<file path="config.mk">
export PLATFORM = sky130hd
export DESIGN_NAME = rx_frame_ctrl
export DESIGN_NICKNAME = d
export VERILOG_FILES = /design/src/rtl/rx_frame_ctrl.sv
export SDC_FILE = /design/constraint.sdc
export NUM_CORES = 1
export LEC_CHECK = 0
export CAP_MARGIN = 20
export CORE_MARGIN = 2
export CORE_UTILIZATION = 45
export DETAILED_ROUTE_END_ITERATION = 10
export PLACE_DENSITY = 0.7
export SYNTH_ARGS = -nofsm -noshare
export SYNTH_HDL_FRONTEND = slang
export SYNTH_SLANG_ARGS = --single-unit
</file>
<file path="constraint.sdc">
create_clock -name clk -period 2.45 [get_ports clk]
set_input_delay 0.49 -clock clk [delete_from_list [all_inputs] [get_ports clk]]
set_output_delay 0.49 -clock clk [all_outputs]
set_load 0.005 [all_outputs]
</file>
<file path="src/rtl/rx_frame_ctrl.sv">
// rx_frame_ctrl
// Receive-side frame sequencer. Arms the rx datapath, follows its event
// stream, guards against stalled frames with a watchdog, and streams a
// good-FCS frame out of the rx buffer as valid/ready bytes. Bad-FCS and
// stalled frames are dropped and counted.
//
// Buffer reads are pipelined one entry ahead: while a byte waits in SEND,
// o_buf_r_addr already points at the next entry. The buffer's one-cycle
// read latency is therefore hidden, and a single FETCH cycle can capture
// the next byte. With i_ready held high this gives one byte every 2 cycles.
module rx_frame_ctrl #(
  parameter logic [15:0] TIMEOUT_CYC = 16'd50000,
  parameter int unsigned RECOVER_CYC = 4
) (
  input  logic       clk,
  input  logic       reset,
  input  logic       i_arm,
  output logic       o_rx_enable,
  input  logic [2:0] i_rx_ev,
  input  logic       i_rx_ev_sig,
  input  logic       i_rx_fcs_ok,
  output logic [6:0] o_buf_r_addr,
  input  logic [7:0] i_buf_r_byte,
  output logic [7:0] o_data,
  output logic       o_valid,
  input  logic       i_ready,
  output logic       o_last,
  output logic       o_busy,
  output logic       o_timeout,
  output logic [7:0] o_drop_cnt
);

  // rx event codes: PREAMBLE=0, SFD=1, PHR=2, BYTE=3, END=4.
  // PREAMBLE and BYTE need no action here, so only these three are decoded.
  localparam logic [2:0] RX_EVENT_SFD = 3'd1;
  localparam logic [2:0] RX_EVENT_PHR = 3'd2;
  localparam logic [2:0] RX_EVENT_END = 3'd4;

  localparam int unsigned RC_W = (RECOVER_CYC > 1) ? $clog2(RECOVER_CYC) : 1;
  localparam logic [RC_W-1:0] REC_LAST = RC_W'(RECOVER_CYC - 1);
  localparam logic [15:0] WD_LAST = TIMEOUT_CYC - 16'd1;

  typedef enum logic [2:0] {
    ST_IDLE    = 3'd0,
    ST_LISTEN  = 3'd1,
    ST_RECV    = 3'd2,
    ST_FETCH   = 3'd3,
    ST_SEND    = 3'd4,
    ST_RECOVER = 3'd5
  } state_t;

  state_t          state_r;
  state_t          state_s;
  logic [15:0]     wd_r;
  logic [RC_W-1:0] rec_cnt_r;
  logic [6:0]      len_r;
  logic            phr_pend_r;
  logic            ev_sfd_s;
  logic            ev_phr_s;
  logic            ev_end_s;
  logic            wd_hit_s;
  logic            hs_s;
  logic            drop_s;
  logic            abort_s;

  // The PHR length byte is clamped so that the 7-bit read pointer never wraps.
  function automatic logic [6:0] clamp_len(input logic [7:0] b);
    if (b[7]) begin
      clamp_len = 7'h7F;
    end else begin
      clamp_len = b[6:0];
    end
  endfunction

  assign ev_sfd_s = i_rx_ev_sig & (i_rx_ev == RX_EVENT_SFD);
  assign ev_phr_s = i_rx_ev_sig & (i_rx_ev == RX_EVENT_PHR);
  assign ev_end_s = i_rx_ev_sig & (i_rx_ev == RX_EVENT_END);
  assign wd_hit_s = (wd_r == WD_LAST);
  assign hs_s     = o_valid & i_ready;

  // Next-state logic, plus drop and abort strobes for the current cycle
  always_comb begin
    state_s = state_r;
    drop_s  = 1'b0;
    abort_s = 1'b0;
    case (state_r)
      ST_IDLE: begin
        if (i_arm) begin
          state_s = ST_LISTEN;
        end else begin
          state_s = ST_IDLE;
        end
      end
      ST_LISTEN: begin
        if (!i_arm) begin
          state_s = ST_IDLE;
        end else if (ev_sfd_s) begin
          state_s = ST_RECV;
        end else begin
          state_s = ST_LISTEN;
        end
      end
      ST_RECV: begin
        if (!i_arm) begin
          state_s = ST_IDLE;
        end else if (ev_end_s) begin
          if (i_rx_fcs_ok) begin
            state_s = ST_FETCH;
          end else begin
            state_s = ST_RECOVER;
            drop_s  = 1'b1;
          end
        end else if (wd_hit_s) begin
          state_s = ST_RECOVER;
          drop_s  = 1'b1;
          abort_s = 1'b1;
        end else begin
          state_s = ST_RECV;
        end
      end
      ST_FETCH: begin
        state_s = ST_SEND;
      end
      ST_SEND: begin
        if (hs_s) begin
          if (o_last) begin
            if (i_arm) begin
              state_s = ST_RECOVER;
            end else begin
              state_s = ST_IDLE;
            end
          end else begin
            state_s = ST_FETCH;
          end
        end else begin
          state_s = ST_SEND;
        end
      end
      ST_RECOVER: begin
        if (rec_cnt_r == REC_LAST) begin
          if (i_arm) begin
            state_s = ST_LISTEN;
          end else begin
            state_s = ST_IDLE;
          end
        end else begin
          state_s = ST_RECOVER;
        end
      end
      default: begin
        state_s = ST_IDLE;
      end
    endcase
  end

  // State register
  always_ff @(posedge clk) begin
    if (reset) begin
      state_r <= ST_IDLE;
    end else begin
      state_r <= state_s;
    end
  end

  // Status outputs, registered from the next state so they track it exactly
  always_ff @(posedge clk) begin
    if (reset) begin
      o_rx_enable <= 1'b0;
      o_busy      <= 1'b0;
      o_timeout   <= 1'b0;
      o_drop_cnt  <= 8'd0;
    end else begin
      o_rx_enable <= (state_s == ST_LISTEN) || (state_s == ST_RECV);
      o_busy      <= (state_s != ST_IDLE);
      o_timeout   <= abort_s;
      if (drop_s && (o_drop_cnt != 8'hFF)) begin
        o_drop_cnt <= o_drop_cnt + 8'd1;
      end
    end
  end

  // Inter-event watchdog in RECV and the RECOVER dwell counter
  always_ff @(posedge clk) begin
    if (reset) begin
      wd_r      <= 16'd0;
      rec_cnt_r <= '0;
    end else begin
      if ((state_r == ST_RECV) && !i_rx_ev_sig) begin
        wd_r <= wd_r + 16'd1;
      end else begin
        wd_r <= 16'd0;
      end
      if (state_r == ST_RECOVER) begin
        rec_cnt_r <= rec_cnt_r + RC_W'(1);
      end else begin
        rec_cnt_r <= '0;
      end
    end
  end

  // Frame length: one cycle after PHR, buffer entry 0 holds the length byte
  always_ff @(posedge clk) begin
    if (reset) begin
      phr_pend_r <= 1'b0;
      len_r      <= 7'd0;
    end else begin
      phr_pend_r <= (state_r == ST_RECV) && ev_phr_s;
      if (state_r == ST_LISTEN) begin
        len_r <= 7'd0;
      end else if (phr_pend_r) begin
        len_r <= clamp_len(i_buf_r_byte);
      end
    end
  end

  // Buffer read pointer: held at 0 until the frame is fetched, then one entry ahead
  always_ff @(posedge clk) begin
    if (reset) begin
      o_buf_r_addr <= 7'd0;
    end else if ((state_r == ST_IDLE) || (state_r == ST_LISTEN) || (state_r == ST_RECOVER)) begin
      o_buf_r_addr <= 7'd0;
    end else if ((state_r == ST_FETCH) && (o_buf_r_addr != len_r)) begin
      o_buf_r_addr <= o_buf_r_addr + 7'd1;
    end
  end

  // Host-side output stage: capture in FETCH, hold through SEND until accepted
  always_ff @(posedge clk) begin
    if (reset) begin
      o_data  <= 8'd0;
      o_valid <= 1'b0;
      o_last  <= 1'b0;
    end else if (state_r == ST_FETCH) begin
      o_data  <= i_buf_r_byte;
      o_valid <= 1'b1;
      o_last  <= (o_buf_r_addr == len_r);
    end else if ((state_r == ST_SEND) && hs_s) begin
      o_valid <= 1'b0;
      o_last  <= 1'b0;
    end
  end

endmodule

</file>
---- After elaboration in Yosys (flattened, before gate mapping) ----
Cells that the tools add are included.
operators by class
  add/subtract/negate cells ............... 4
  equality and inequality tests ........... 15
  muxes and demuxes ....................... 21
  bitwise logic cells ..................... 8
  reduce and logical (&&, ||, !) cells .... 17
operators by type and width
  kind                                           count
  two-way mux 3 bit                              8
  one-hot mux 3 bit (6 select lines)             1
  adder 16 x 1 -> 16 bit, second input constant  1
  == test 16 bit, second input constant          1
  == test 3 x 2 -> 1 bit, second input constant  4
  == test 3 x 1 -> 1 bit, second input constant  3
  == test 3 bit, second input constant           3
  two-way mux 1 bit                              9
  adder 8 x 1 -> 8 bit, second input constant    1
  inequality test 8 bit, second input constant   1
  OR reduction 2 bit                             4
  adder 7 x 1 -> 7 bit, second input constant    1
  == test 7 bit                                  1
  two-way mux 7 bit                              1
  inequality test 7 bit                          1
  logical AND 1 bit                              5
  AND 1 bit                                      4
  two-way mux 2 bit                              2
  inverter 1 bit                                 4
  OR reduction 4 bit                             1
  logical NOT 3 bit                              1
  logical OR 1 bit                               3
  nonzero test 3 bit                             1
  adder 2 x 1 -> 2 bit, second input constant    1
  other kinds (3)                                3
word-level totals
  register bits ........................... 57
  input port bits ......................... 17
  output and inout port bits .............. 28
  logic and storage cells ................. 78

---- Depth between registers and ports, before layout ----
  depth after elaboration ................. 7
  depth in mapped cells ................... 7
  depth with buffers taken out ............ 7

---- Worst setup path after synthesis ----
Ideal clock, no wire load.
  path type ............................... reg-to-reg
  start point ............................. register wd_r[0]
  end point ............................... register o_drop_cnt[5]
  library setup time ...................... 0.071 ns
  data arrival time ....................... 1.781 ns
  data required time ...................... 2.379 ns
  setup slack ............................. 0.598 ns
  stages on the path, launching flop included .. 8
  path buffers ............................ 0
  period minus slack after synthesis ...... 1.852 ns
  path through ............................ dfxtp_1 ha_1 and3_2 nand4_2 mux2i_4 nand3_4 or4_1 a21oi_1
on the way
  longest elaborated chain between the ends .. 6
RTL lines
  item                      RTL line  text
  start: declaration        54        logic [15:0] wd_r;
  start signal: assignment  189       wd_r <= wd_r + 16'd1;
  == test 16 bit            78        assign wd_hit_s = (wd_r == WD_LAST);
  two-way mux 1 bit         113       end else if (wd_hit_s) begin
  two-way mux 1 bit         106       end else if (ev_end_s) begin
  two-way mux 1 bit         104       if (!i_arm) begin
  two-way mux 1 bit         86        case (state_r)
  logical AND 1 bit         176       if (drop_s && (o_drop_cnt != 8'hFF)) begin
  end signal: assignment    177       o_drop_cnt <= o_drop_cnt + 8'd1;
  end: declaration          30        output logic [7:0] o_drop_cnt
Every way passes these cells.
A chain may end at the register's enable or synchronous reset.

---- Final worst setup path ----
Same ends and word-level chain as after synthesis.

==> reports/results.tsv <==
metric	value	unit
core-area	0.00551	mm^2
drt-vias-per-instance	5.28	
drtPass1Iterations	4	
synth_edf_count	0	
grt_max_degree	30	
post-place-cells	383	
path_clk_slew	60	ps
drc_errors	0	
nNetsFinal	343	
drv_slew	0	
yosysTopAreaCell	dfxtp_1	
synth_top_area_share	44.6	%
clkPwrFrac	51.9	%
cp_slowest_cell	or4_1	
pwr-share-seq	44.9	%
htree_levels	3	
timing.max_cap.violations	0	
grtUsageMet3	6.90	%
synth_ff_type	dfxtp_1	
hold_class	reg -> reg	
ant_nets	0	
top_usage_layer	met2	
cts_buffer_depth	2	
tns	0	ps
cts-root-buf	clkbuf_8	
gr-usage-met1	24.1	%
io_pins	45	
start_util	46.5	%
wire_per_inst	13.4	um
postSynthRegisterBits	57	
switching_share	19.9	%
arrival	2260	ps
place_area	0.00308	mm^2
cts.sinks	57	
vias	2106	
rsz0062_at_grt	false	
finalCriticalPeriod	1990	ps
syn_nets	294	
crit_type	reg -> reg	
worstPathRequired	2720	ps
crit_fanout	5	
diodes	0	
synth_most_common_cell	dfxtp_1	
gp_congestion	0.847	
die_area	0.00631	mm^2
hold_violations	0	
critPathLaunchType	register	
max_slew_margin	63.6	%
yosysUniqueCellTypes	45	
ys_warn_count	0	
internal-power	1.67	mW
grtUsageTotal	18.7	%
clock-skew-final	7.27	ps
worst_pin_slew	547	ps
final_cell_area	0.00332	mm^2
grt_use_met2	28.1	%
slowest_delay	480	ps
cts_hold_buf	0	
first_global_vias	1988	
period_share	81.2	%
synth.avg_cell_area	9.38	um^2
fmax	0.503	GHz
power.density	626	mW/mm^2
worst_path_dominant_cell_family	simple AND/OR/NAND/NOR gates	
drive_gt1_share	9.17	%
hpwl	3.82	mm
grt_antenna_before_repair	0	
syn_area	0.00256	mm^2
p_comb_share	3.2	%
post_cts_buffers	0	
wirelength	5.35	mm
area_delta_synth_final	29.8	%
ir_drop	426	uV
synthCells	273	
synthArstFlopShare	0	%
power.switching	0.414	mW
final-instance-count-excl-fill	399	
post_cts_resized	0	
critical_path_buf_inv_count	0	
clk_latency	340	ps
numCtsBuffers	9	
p_leak	1.21	nW
cts_tree	built	
crit_chain	ha_1, and3_2, nand4_2, mux2i_4, nand3_4, or4_1, a21oi_1	
yosysSeqAreaShare	44.6	%
status	complete, no violations	
finalSetupViolations	0	
grt_pass1_wl	9.07	mm
yosys-top-cells-area	dfxtp_1, nor2_1, xor2_1	
num_rows	27	
critPathCaptureType	register	
yosys-top-cells-count	dfxtp_1, nor2_1, xor2_1	
fp.dieH	79.4	um
drtIter0Drc	98	
portBuffers	44	
overflow	0	
die_w	79.4	um
[stage by stage]
step                      hold WS (ps)  power [mW]  util, %  setup slack (ps)
after CTS                          438        2.10     60.3               462
after global placement             423        1.02     55.9               173
after floorplan                    407       0.978        -               598
after detailed placement           429        1.02     55.9               139
final                              431        2.08     60.3               461
after global routing               466        2.15     60.3               266
[worst paths after layout]
kind | endpoint | cells past startpoint | slack, ps | from
setup / recovery | o_drop_cnt[5] | 7 | 460 | wd_r[0]
hold reg to reg | rec_cnt_r[0] | 1 | 430 | rec_cnt_r[0]
hold / removal | rec_cnt_r[0] | 1 | 430 | rec_cnt_r[0]
setup reg to reg | o_drop_cnt[5] | 7 | 460 | wd_r[0]
[cell families after synthesis]
group                    count (synthesis)  share of synthesized area (%)
buffers and inverters                   16                           2.39
AND/OR/NAND/NOR                        123                           27.7
AO/OA/AOI/OAI                           32                           8.30
adder cells (fa/ha/maj)                  4                           1.95
XOR/XNOR                                29                           9.92
multiplexers                            12                           5.23
flip-flops                              57                           44.6
[worst register-to-register path, stage by stage, from the launching register on]
cell,delay [ps]
dfxtp_1,350
ha_1,190
and3_2,250
nand4_2,150
mux2i_4,240
nand3_4,110
or4_1,480
a21oi_1,160
[power groups by stage]
stage	clock network, mW	logic, mW	registers (mW)
2_1_floorplan	0	0.0263	0.952
3_3_place_gp	0	0.0668	0.955
3_5_place_dp	0	0.0671	0.955
4_1_cts	1.09	0.0674	0.934
5_1_grt	1.14	0.0721	0.934
6_report	1.08	0.0668	0.934
[sequential cells by signal, summed over array words and instances (netlist names)]
signal / cells
len_r: 7
o_data: 8
o_timeout: 1
rec_cnt_r: 2
o_last: 1
phr_pend_r: 1
o_valid: 1
o_busy: 1
wd_r: 16
o_buf_r_addr: 7
state_r: 3
o_rx_enable: 1
o_drop_cnt: 8
[placed cells by master, fill, tap and decap left out, types with 2 or more instances in the layout]
cell type | netlist | routed
dfxtp_1 | 57 | 57
nor2_1 | 50 | 50
clkdlybuf4s50_1 | 0 | 44
xor2_1 | 16 | 16
xnor2_1 | 13 | 13
nand2_1 | 11 | 11
mux2i_1 | 10 | 10
clkbuf_8 | 0 | 10
a21oi_1 | 9 | 9
nand3_1 | 9 | 9
nand4_1 | 8 | 8
inv_1 | 7 | 7
a211oi_1 | 6 | 6
nor3_1 | 6 | 6
or4_1 | 4 | 4
o21ai_0 | 4 | 4
and3_1 | 4 | 4
o22ai_1 | 4 | 4
ha_1 | 4 | 4
nand3b_1 | 3 | 3
nand2b_1 | 3 | 3
nor3b_1 | 3 | 3
nor4_1 | 3 | 3
nor4b_1 | 3 | 3
or3_1 | 3 | 3
bufinv_16 | 0 | 3
buf_4 | 0 | 3
nand3_4 | 2 | 2
nand4bb_1 | 2 | 2
a31oi_1 | 2 | 2
o31ai_1 | 2 | 2
o21bai_1 | 2 | 2
[area by class of cell]
class | instances | area (um^2)
Timing Repair Buffer | 47 | 463
Clock inverter | 5 | 103
Clock buffer | 11 | 141
Inverter | 7 | 26.3
Multi-Input combinational cell | 200 | 1360
Tap cell | 72 | 90.1
Fill cell | 483 | 2180
Sequential cell | 57 | 1140
[routing by layer]
metal  wire length, um  part of all wire (%)  up-vias
met5                 0                     0        -
met4                71                   1.3        0
met3               294                   5.5        6
met2              2410                    45       63
met1              2580                    48      972
li1                  -                     -     1065
(Power assumes the default switching activity.)
